## src/rtl/draw_rect_engine_pkg.sv

```systemverilog
// Shared defaults, FSM encoding and a clamp helper for the rectangle fill engine.
package draw_rect_engine_pkg;

    localparam int DRE_SPX_W   = 6;
    localparam int DRE_SPY_W   = 6;
    localparam int DRE_SP_SIZE = 10;
    localparam int DRE_PIX_X_W = 10;
    localparam int DRE_PIX_Y_W = 9;
    localparam int DRE_H_RES   = 640;
    localparam int DRE_V_RES   = 480;
    localparam int DRE_ADDR_W  = 19;
    localparam int DRE_COLOR_W = 8;

    typedef enum logic [1:0] {
        ST_IDLE  = 2'd0,
        ST_SETUP = 2'd1,
        ST_DRAW  = 2'd2,
        ST_DONE  = 2'd3
    } state_t;

    function automatic logic [31:0] clamp_max(input logic [31:0] a, input logic [31:0] lim);
        return (a > lim) ? lim : a;
    endfunction

endpackage

```

## src/rtl/draw_rect_engine_pixel_addr_gen.sv

```systemverilog
// Linear frame-buffer address for a pixel: y*H_RES + x.
module pixel_addr_gen
    import draw_rect_engine_pkg::*;
#(
    parameter int H_RES   = DRE_H_RES,
    parameter int PIX_X_W = DRE_PIX_X_W,
    parameter int PIX_Y_W = DRE_PIX_Y_W,
    parameter int ADDR_W  = DRE_ADDR_W
) (
    input  logic [PIX_X_W-1:0] i_x,
    input  logic [PIX_Y_W-1:0] i_y,
    output logic [ADDR_W-1:0]  o_addr
);

    always_comb begin
        o_addr = ADDR_W'(i_y) * ADDR_W'(H_RES) + ADDR_W'(i_x);
    end

endmodule

```

## src/rtl/draw_rect_engine.sv

```systemverilog
// Rasterises a superpixel-aligned rectangle (solid or outline) into the VGA RAM,
// one pixel per cycle, with RAM backpressure.
module draw_rect_engine
    import draw_rect_engine_pkg::*;
#(
    parameter int SPX_W   = DRE_SPX_W,
    parameter int SPY_W   = DRE_SPY_W,
    parameter int SP_SIZE = DRE_SP_SIZE,
    parameter int PIX_X_W = DRE_PIX_X_W,
    parameter int PIX_Y_W = DRE_PIX_Y_W,
    parameter int H_RES   = DRE_H_RES,
    parameter int V_RES   = DRE_V_RES,
    parameter int ADDR_W  = DRE_ADDR_W,
    parameter int COLOR_W = DRE_COLOR_W
) (
    input  logic               clk,
    input  logic               rst,
    input  logic [SPX_W-1:0]   x,
    input  logic [SPY_W-1:0]   y,
    input  logic [SPX_W-1:0]   w,
    input  logic [SPY_W-1:0]   h,
    input  logic [COLOR_W-1:0] idata,
    input  logic               imode,
    input  logic               ivalid,
    output logic               iready,
    input  logic               istall,
    output logic               obusy,
    output logic               odone,
    output logic [ADDR_W-1:0]  oaddr,
    output logic [COLOR_W-1:0] odata,
    output logic               owren
);

    state_t r_state, w_next;

    logic [SPX_W-1:0]   r_x, r_w;
    logic [SPY_W-1:0]   r_y, r_h;
    logic [COLOR_W-1:0] r_color;
    logic               r_mode;
    logic [PIX_X_W-1:0] r_tlx, r_brx, r_px;
    logic [PIX_Y_W-1:0] r_tly, r_bry, r_py;
    logic [31:0]        r_bx_lo, r_bx_hi, r_by_lo, r_by_hi;

    logic [31:0]        w_tlx, w_tly, w_brx_raw, w_bry_raw, w_bx_hi, w_by_hi;
    logic [PIX_X_W-1:0] w_brx;
    logic [PIX_Y_W-1:0] w_bry;
    logic               w_empty, w_in_draw, w_take, w_last, w_border;
    logic [ADDR_W-1:0]  w_addr;

    // 32-bit intermediates so (x+w)*SP_SIZE never wraps before clipping.
    assign w_tlx     = 32'(r_x) * 32'(SP_SIZE);
    assign w_tly     = 32'(r_y) * 32'(SP_SIZE);
    assign w_brx_raw = clamp_max((32'(r_x) + 32'(r_w)) * 32'(SP_SIZE) - 32'd1, 32'(H_RES - 1));
    assign w_bry_raw = clamp_max((32'(r_y) + 32'(r_h)) * 32'(SP_SIZE) - 32'd1, 32'(V_RES - 1));
    assign w_brx     = w_brx_raw[PIX_X_W-1:0];
    assign w_bry     = w_bry_raw[PIX_Y_W-1:0];
    assign w_bx_hi   = (32'(r_x) + 32'(r_w) - 32'd1) * 32'(SP_SIZE);
    assign w_by_hi   = (32'(r_y) + 32'(r_h) - 32'd1) * 32'(SP_SIZE);
    assign w_empty   = (r_w == '0) || (r_h == '0) ||
                       (w_tlx >= 32'(H_RES)) || (w_tly >= 32'(V_RES));

    assign w_in_draw = (r_state == ST_DRAW);
    assign w_take    = w_in_draw && !istall;
    assign w_last    = (r_px == r_brx) && (r_py == r_bry);
    // Border thresholds come from the unclipped rectangle, so a clipped side gets no border.
    assign w_border  = (32'(r_px) < r_bx_lo) || (32'(r_px) >= r_bx_hi) ||
                       (32'(r_py) < r_by_lo) || (32'(r_py) >= r_by_hi);

    pixel_addr_gen #(
        .H_RES  (H_RES),
        .PIX_X_W(PIX_X_W),
        .PIX_Y_W(PIX_Y_W),
        .ADDR_W (ADDR_W)
    ) u_addr (
        .i_x   (r_px),
        .i_y   (r_py),
        .o_addr(w_addr)
    );

    always_ff @(posedge clk or posedge rst) begin
        if (rst) r_state <= ST_IDLE;
        else     r_state <= w_next;
    end

    always_comb begin
        w_next = r_state;
        unique case (r_state)
            ST_IDLE:  if (ivalid) w_next = ST_SETUP;
            ST_SETUP: w_next = w_empty ? ST_DONE : ST_DRAW;
            ST_DRAW:  if (w_take && w_last) w_next = ST_DONE;
            ST_DONE:  w_next = ST_IDLE;
            default:  w_next = ST_IDLE;
        endcase
    end

    always_comb begin
        iready = (r_state == ST_IDLE);
        obusy  = (r_state != ST_IDLE);
        odone  = (r_state == ST_DONE);
        owren  = w_in_draw && (!r_mode || w_border);
        oaddr  = owren ? w_addr : '0;
        odata  = owren ? r_color : '0;
    end

    always_ff @(posedge clk or posedge rst) begin
        if (rst) begin
            r_x <= '0; r_y <= '0; r_w <= '0; r_h <= '0;
            r_color <= '0; r_mode <= 1'b0;
            r_tlx <= '0; r_brx <= '0; r_px <= '0;
            r_tly <= '0; r_bry <= '0; r_py <= '0;
            r_bx_lo <= '0; r_bx_hi <= '0; r_by_lo <= '0; r_by_hi <= '0;
        end else begin
            if (r_state == ST_IDLE && ivalid) begin
                r_x <= x; r_y <= y; r_w <= w; r_h <= h;
                r_color <= idata; r_mode <= imode;
            end
            if (r_state == ST_SETUP) begin
                r_tlx   <= w_tlx[PIX_X_W-1:0];
                r_tly   <= w_tly[PIX_Y_W-1:0];
                r_brx   <= w_brx;
                r_bry   <= w_bry;
                r_px    <= w_tlx[PIX_X_W-1:0];
                r_py    <= w_tly[PIX_Y_W-1:0];
                r_bx_lo <= w_tlx + 32'(SP_SIZE);
                r_by_lo <= w_tly + 32'(SP_SIZE);
                r_bx_hi <= w_bx_hi;
                r_by_hi <= w_by_hi;
            end
            if (w_take) begin
                if (r_px == r_brx) begin
                    r_px <= r_tlx;
                    if (r_py != r_bry) r_py <= r_py + 1'b1;
                end else begin
                    r_px <= r_px + 1'b1;
                end
            end
        end
    end

endmodule
```

## config.mk

```make
export PLATFORM = sky130hd
export DESIGN_NAME = draw_rect_engine
export DESIGN_NICKNAME = d
export VERILOG_FILES = /design/src/rtl/draw_rect_engine_pkg.sv /design/src/rtl/draw_rect_engine_pixel_addr_gen.sv /design/src/rtl/draw_rect_engine.sv
export SDC_FILE = /design/constraint.sdc
export NUM_CORES = 1
export LEC_CHECK = 0
export ABC_AREA = 1
export CORE_MARGIN = 3
export CORE_UTILIZATION = 50
export CTS_BUF_LIST = sky130_fd_sc_hd__clkbuf_2
export CTS_CLUSTER_SIZE = 24
export DETAILED_ROUTE_END_ITERATION = 6
export HOLD_SLACK_MARGIN = 0.1
export PLACE_DENSITY = 0.68
export SYNTH_ARGS = -nofsm -noshare
export SYNTH_HDL_FRONTEND = slang
export SYNTH_HIERARCHICAL = 1
export SYNTH_SLANG_ARGS = --single-unit
```

## constraint.sdc

```tcl
create_clock -name clk -period 6 [get_ports clk]
set_clock_uncertainty 0.15 [all_clocks]
set_input_delay 1.5 -clock clk [delete_from_list [all_inputs] [get_ports clk]]
set_output_delay 1.5 -clock clk [all_outputs]
set_load 0.005 [all_outputs]
```

==> metrics.yaml, run 1 <==
setup_path:
  rr_startpoint: "r_y[0]"
  required_ns: 4.35
  crit_fanout: 7
  crit_type: "register to output port"
  rr_endpoint: "r_bry[2]"
  cp-end-kind: "output port"
  crit_arrival_ns: 3.67
  crit_path_start_kind: "register"
  critPathLaunch: "r_py[3]"
  rr_worst_depth: 17
  rrSetupSlack_ns: 1.44
global_route:
  grt_pass1_wl_um: 45240
  grt_antenna_before_repair: 1
  first_global_vias: 9278
  gr-total-overflow: 0
  grt_usage_pct: 21.11
  grt_max_degree: 88
floorplan:
  die_h_um: 160.7
  ios: 68
  fp.dieW_um: 160.7
  start_util_pct: 51.91
  core-area_mm2: 0.02305
  dieArea_mm2: 0.02583
  row_count: 55
clock_network:
  cts_buffers: 17
  post_cts_resized: 0
  post_cts_buffers: 0
  clock_latency_ns: 0.75
  cts_htree_levels: 4
  cts_root_buf: "clkbuf_2"
  cts_tree: "done"
  cts_buffer_depth: 2
  cts.clk_slew.worst_paths_ns: 0.22
  clock_sinks: 155
  postCtsHoldBufs: 0
placement:
  dpl.hpwl_um: 20220
  io_buffers: 67
  gp_congestion: 0.8793
routing:
  route.met2.wl_um: 11000
  drt_iter0_drc: 630
  dr.pass1.iters: 5
  drtAntennaViolNets: 0
  drcViolationCount: 0
  vias: 9886
  highest_layer: "met4"
  avgViaCountPerCell: 5.152
  wl_per_cell_um: 13.81
  met1_length_um: 13510
  wl_met3_um: 1632
  drt-total-wl_um: 26510
timing:
  totalNegativeSetupSlack_ns: 0
  slew_viol_final: 0
  finalHoldViolCount: 0
  finalCriticalPeriod_ns: 5.317
  min_period_over_period_pct: 88.61
  relSlewSlack_pct: 32.12
  max_freq_mhz: 188.1
  rsz0062_at_grt: "false"
  setup_viol: 0
  max_slew.worst_pin.slew_ns: 1.015
flow_run:
  cap_viol_max_count: 0
logic_synthesis:
  netlist_instances: 1542
  synth_cell_types: 52
  synthesis.area_mm2: 0.01197
  synth-seq-area-share_pct: 32.41
  synth_seq_cells: 155
  syn_avg_cell_area_um2: 7.761
  ys.warnings.count: 6
  syn-num-nets: 1736
cells_and_area:
  nNetsFinal: 1786
  final_cell_mix: "nand2_1 (313), inv_1 (228), dfrtp_1 (155)"
  areaGrowthSynthToFinish_pct: 9.733
  final_common_cell: "nand2_1"
  final_layout_size_suffix_gt1_share_pct: 8.972
status:
  status: "finished, final reports clean"
worst_hold_path:
  hp-class: "register to register"
  hold_depth: 2
  min_to: "r_by_lo[9]"
  hp-start: "r_by_lo[9]"
logic make-up (layout without fill, tap and decap cells):
| family | after synthesis | after routing | synth area share, % |
|---|---|---|---|
| and+or+nand+nor | 654 | 654 | 25.44 |
| buffers and inverters | 286 | 349 | 9.263 |
| AOI/OAI and AO/OA | 224 | 224 | 10.62 |
| adders and majority gates | 157 | 157 | 17.04 |
| DFF | 155 | 155 | 32.41 |
| xor gates and xnor gates | 50 | 50 | 3.722 |
| muxes | 16 | 16 | 1.505 |
| other | 0 | 1 | 0 |
critical path, cell delays in order, from the launching register on:
cell and delay (ns):
dfrtp_1 0.58, ha_1 0.30, ha_1 0.24, fa_1 0.43
nand2_1 0.13, nand3_2 0.11, inv_1 0.10, nand3_4 0.09
nor2_4 0.11, nand3_1 0.08, nand2_1 0.08, inv_1 0.05
nor2_1 0.11, clkdlybuf4s50_1 0.54
area by class of cell:
class	count	area, µm²
repair buffers	71	713.2
flip-flops and latches	155	3879
diodes	1	2.502
fillers	2146	9921
clock inverters	14	132.6
well taps	313	391.6
inverters	246	928.4
clock buffers	18	90.09
multi-input cells	1101	6995
how the worst max path moves through the flow:
stage | endpoint | slack, ns | cells after the start
floorplan | r_brx[0] | 0.17 | 1
global placement | odata[7] | 1.48 | 13
detailed placement | oaddr[18] | 1.44 | 13
CTS | oaddr[18] | 0.60 | 13
global route | oaddr[18] | 0.31 | 12
finish | oaddr[18] | 0.68 | 13
cell usage after synthesis, drive strengths merged:
cell,instances,area [µm²]
and2,2,12.51
xor2,35,314.1
o211ai,9,67.56
nand2,342,1389
o21a,3,22.52
o31ai,4,30.03
xnor2,15,131.4
ha,147,1839
or3,2,12.51
inv,245,919.6
a21oi,83,441.7
fa,10,200.2
a31o,1,8.760
o21bai,6,52.55
a21o,4,30.03
nor2,150,613.1
nor3b,3,22.52
clkinv,1,3.750
nor3,16,85.08
buf,18,102.6
a22oi,1,7.510
clkbuf,22,82.58
nand3b,3,22.52
nand4,31,200.2
o22ai,6,37.54
o221ai,8,70.07
nand3,79,518.0
dfrtp,155,3879
nor4,13,87.58
mux2,16,180.2
or2,13,81.33
a31oi,6,37.54
o21ai,93,465.4
state kept, by name, summed over array words and instances (netlist names):
register / flops
r_bx_hi: 27
r_by_hi: 27
r_brx: 10
r_bx_lo: 10
r_by_lo: 10
r_px: 10
r_py: 9
r_tlx: 9
r_bry: 8
r_color: 8
r_h: 6
r_w: 6
r_x: 6
r_y: 6
r_state: 2
r_mode: 1
metal layers:
layer,track usage (%),vias to the layer above
met5,0,-
met4,5.123,0
met3,3.353,23
met2,30.89,259
met1,32.59,4479
li1,-,5125
metrics by stage:
step	worst slack, ns	std cells	hold WS, ns	utilization (%)	instance area, µm²
after floorplan	0.1718	1542	0.2867	-	11970
after global placement	1.484	1886	0.3004	55.99	12910
after detailed placement	1.443	1886	0.3037	55.99	12910
after CTS	0.5985	1918	0.3539	56.96	13130
after global routing	0.3142	1919	0.3744	56.97	13130
final	0.6835	1919	0.3505	56.97	13130
Power of run 1 is left out: the tool's default activity adds up to more than one toggle a clock period on the data nets, which glitch-free logic cannot reach.
==> run 2: changes to the inputs <==
--- a/config.mk
+++ b/config.mk
@@ -5,14 +5,14 @@
 export SDC_FILE = /design/constraint.sdc
 export NUM_CORES = 1
 export LEC_CHECK = 0
-export ABC_AREA = 1
+export ABC_AREA = 0
 export CORE_MARGIN = 3
 export CORE_UTILIZATION = 50
 export CTS_BUF_LIST = sky130_fd_sc_hd__clkbuf_2
 export CTS_CLUSTER_SIZE = 24
 export DETAILED_ROUTE_END_ITERATION = 6
 export HOLD_SLACK_MARGIN = 0.1
-export PLACE_DENSITY = 0.68
+export PLACE_DENSITY = 0.69
 export SYNTH_ARGS = -nofsm -noshare
 export SYNTH_HDL_FRONTEND = slang
 export SYNTH_HIERARCHICAL = 1
==> run 2 against run 1 <==
Effect of this change:
- area after synthesis is 5.8% lower
- critical path depth decreased by 3
- final area down 5.0%
- critical path type unchanged
- clock-buffer cell count increased by 2
- fmax fell by 7.3%
- non-clock buffer count increased by 8
- sequential share of layout area rose by 1.6 points
- first-iteration DRC count fell by 20%
- die area down 5.5%
- cell count is 21% lower
- setup slack got worse by 0.42 ns
==> metrics.yaml, run 2 <==
floorplan:
  die_h_um: 156.2  # was 160.7 µm
  ios: 68  # unchanged
  core-area_mm2: 0.02203  # was 0.02305 mm²
  fp.dieW_um: 156.2  # was 160.7 µm
  start_util_pct: 51.20  # was 51.91%
  row_count: 54  # was 55
  dieArea_mm2: 0.02440  # was 0.02583 mm²
logic_synthesis:
  synthesis.area_mm2: 0.01128  # was 0.01197 mm²
  ys.warnings.count: 6  # unchanged
  syn_avg_cell_area_um2: 9.582  # was 7.761 µm²
  netlist_instances: 1177  # was 1542
  synth-seq-area-share_pct: 34.39  # was 32.41%
  yosysTopAreaCellShare_pct: 34.39  # was 32.41%
  synth_most_common_cell: "dfrtp_1"  # was nand2_1
  synth_edf_count: 0  # unchanged
  synth_seq_cells: 155  # unchanged
  synth_cell_types: 74  # was 52
  ys_async_sr_fraction_pct: 100.0  # unchanged
  synth_common_cells: "dfrtp_1 (155), ha_1 (147), inv_1 (99)"  # was nand2_1 (314), inv_1 (230), dfrtp_1 (155)
  synth_ff_type: "dfrtp_1"  # unchanged
  syn-num-nets: 1371  # was 1736
  synth_area_leaders: "dfrtp_1 (34%), ha_1 (16%), xnor2_1 (5.4%)"  # was dfrtp_1 (32%), ha_1 (15%), nand2_1 (9.8%)
  yosys.area.top_type: "dfrtp_1"  # unchanged
timing:
  finalHoldViolCount: 0  # unchanged
  fin_hold_ws_ns: 0.3646  # was 0.3505 ns
  setup_viol: 0  # unchanged
  rsz0062_at_grt: "false"  # unchanged
  min_period_over_period_pct: 95.61  # was 88.61%
  totalNegativeSetupSlack_ns: 0  # unchanged
  max_freq_mhz: 174.3  # was 188.1 MHz
  slew_viol_final: 0  # unchanged
  finalCriticalPeriod_ns: 5.737  # was 5.317 ns
  relSlewSlack_pct: 33.91  # was 32.12%
  max_slew.worst_pin.slew_ns: 0.9903  # was 1.015 ns
clock_network:
  cts.clk_slew.worst_paths_ns: 0.24  # was 0.22 ns
  clock_latency_ns: 0.75  # about the same
  cts_buffers: 17  # unchanged
  cts_buffer_depth: 2  # unchanged
  clock_sinks: 155  # unchanged
  cts_htree_levels: 4  # unchanged
  cts_tree: "done"  # unchanged
  cts_root_buf: "clkbuf_2"  # unchanged
  postCtsHoldBufs: 0  # unchanged
worst_hold_path:
  hp-class: "register to register"  # unchanged
status:
  status: "finished, final reports clean"  # unchanged
setup_path:
  crit_arrival_ns: 4.09  # was 3.67 ns
  crit_type: "register to output port"  # unchanged
  crit_fanout: 28  # was 7
  cp-end-kind: "output port"  # unchanged
  required_ns: 4.35  # about the same
  crit_path_start_kind: "register"  # unchanged
global_route:
  grt_pass1_wl_um: 42540  # was 45240 µm
  grt_max_degree: 107  # was 88
  grt_antenna_before_repair: 1  # unchanged
  first_global_vias: 8482  # was 9278
  gr-total-overflow: 0  # unchanged
  grt_usage_pct: 21.42  # was 21.11%
routing:
  drt_iter0_drc: 504  # was 630
  drcViolationCount: 0  # unchanged
  wl_per_cell_um: 16.14  # was 13.81 µm
  drtAntennaViolNets: 0  # unchanged
  avgViaCountPerCell: 5.529  # was 5.152
  dr.pass1.iters: 5  # unchanged
  vias: 8420  # was 9886
  drt-total-wl_um: 24580  # was 26510 µm
cells_and_area:
  reg_top3: "r_bx_hi: 27 flops, r_by_hi: 27 flops"  # unchanged
  fillers: 1996  # was 2146
  final_layout_size_suffix_gt1_share_pct: 10.31  # was 8.972%
  final_common_cell: "dfrtp_1"  # was nand2_1
  final_cell_mix: "dfrtp_1 (153), ha_1 (146), inv_1 (98)"  # was nand2_1 (313), inv_1 (228), dfrtp_1 (155)
  postLayoutCellArea_mm2: 0.01247  # was 0.01313 mm²
  nNetsFinal: 1423  # was 1786
  areaGrowthSynthToFinish_pct: 10.58  # was 9.733%
placement:
  placed_area_mm2: 0.01219  # was 0.01291 mm²
  gp_congestion: 0.8600  # was 0.8793
  dpl.hpwl_um: 18280  # was 20220 µm
  io_buffers: 67  # unchanged
flow_run:
  cap_viol_max_count: 0  # unchanged
-- run 2: cell count changes after synthesis, sizes merged, moves of 10 or more --
cell,before,now
or2,13,3
nand2,342,79
xnor2,15,71
o21ai,93,83
a21oi,83,72
and3,0,35
o21a,3,15
mux2,16,53
nand3,79,22
a21o,4,31
nand4,31,9
nor2b,0,13
inv,245,100
nor2,150,73
-- run 2: final timing paths --
| path | start | end | slack [ns] | cells past startpoint |
|---|---|---|---|---|
| worst max-delay path | r_px[2] | odata[1] | 0.26 | 10 |
| worst min-delay path | r_bx_hi[13] | r_bx_hi[13] | 0.36 | 2 |
| worst max register to register | r_y[0] | r_bry[5] | 0.98 | 17 |
| worst min register to register | r_bx_hi[13] | r_bx_hi[13] | 0.36 | 2 |
| max in group asynchronous | rst | r_px[7] | 3.57 | 3 |
| min in group asynchronous | rst | r_bx_hi[30] | 1.15 | 2 |
-- run 2: logic make-up after synthesis --
group / after synthesis / share of synthesized area [%]
compound gates: 251 / 14.17
xor+xnor: 110 / 8.609
fa+ha+maj: 159 / 18.27
buf+inv: 146 / 5.247
flops: 155 / 34.39
mux: 58 / 5.846
simple gates: 298 / 13.47
-- run 2: critical path, stage by stage (launching register included) --
cell and delay, ns:
dfrtp_1 0.55, ha_1 0.35, nor2b_1 0.14, o21a_1 0.17
o21a_1 0.17, o21a_1 0.17, o311ai_0 0.34, a21oi_1 0.13
or4_4 0.61, and3_1 0.26, clkdlybuf4s50_1 0.45
-- run 2: area by class of cell --
type                       count  area [µm²]  area share (%)
multi-input combinational    876        6824           54.71
sequential                   155        3881           31.12
timing repair buffer          79       760.7           6.100
inverter                     100       380.4           3.050
tap                          280       350.3           2.809
clock inverter                12       172.7           1.384
clock buffer                  20       100.1          0.8026
antenna                        1       2.502         0.02006
-- run 2: metrics by stage --
step / std cells / setup WS (ns) / utilization (%)
2_1_floorplan: 1177 / 0.1718 / -
3_3_place_gp: 1490 / 0.7884 / 55.35
3_5_place_dp: 1490 / 0.6438 / 55.35
4_1_cts: 1522 / 0.1700 / 56.60
5_1_grt: 1523 / 0.04903 / 56.62
6_report: 1523 / 0.2632 / 56.62
-- run 2: what timing repair did --
action / in CTS / in global routing
gates resized for setup: 1 / 2
endpoints found under the setup margin: 28 / 15
setup buffers: 0 / 0
endpoints found under the hold margin: 0 / 0
-- run 2: layer usage --
layer	wire [µm]	track usage [%]	part of all wire, %	up-vias
met5	0	0	0	-
met4	331	5.044	1.3	0
met3	1105	3.024	4.5	22
met2	10800	33.32	44	187
met1	12350	31.82	50	4018
li1	-	-	-	4193
Power of run 2 is left out for the same reason.
==> run 3: changes to the inputs <==
--- a/config.mk
+++ b/config.mk
@@ -5,14 +5,14 @@
 export SDC_FILE = /design/constraint.sdc
 export NUM_CORES = 1
 export LEC_CHECK = 0
-export ABC_AREA = 0
+export ABC_AREA = 1
 export CORE_MARGIN = 3
 export CORE_UTILIZATION = 50
 export CTS_BUF_LIST = sky130_fd_sc_hd__clkbuf_2
 export CTS_CLUSTER_SIZE = 24
 export DETAILED_ROUTE_END_ITERATION = 6
 export HOLD_SLACK_MARGIN = 0.1
-export PLACE_DENSITY = 0.69
+export PLACE_DENSITY = 0.68
 export SYNTH_ARGS = -nofsm -noshare
 export SYNTH_HDL_FRONTEND = slang
 export SYNTH_HIERARCHICAL = 1
==> results of run 3 <==
No change in the layout: final DEF, timing and power equal those of run 1.
Power of run 3 is left out for the same reason.
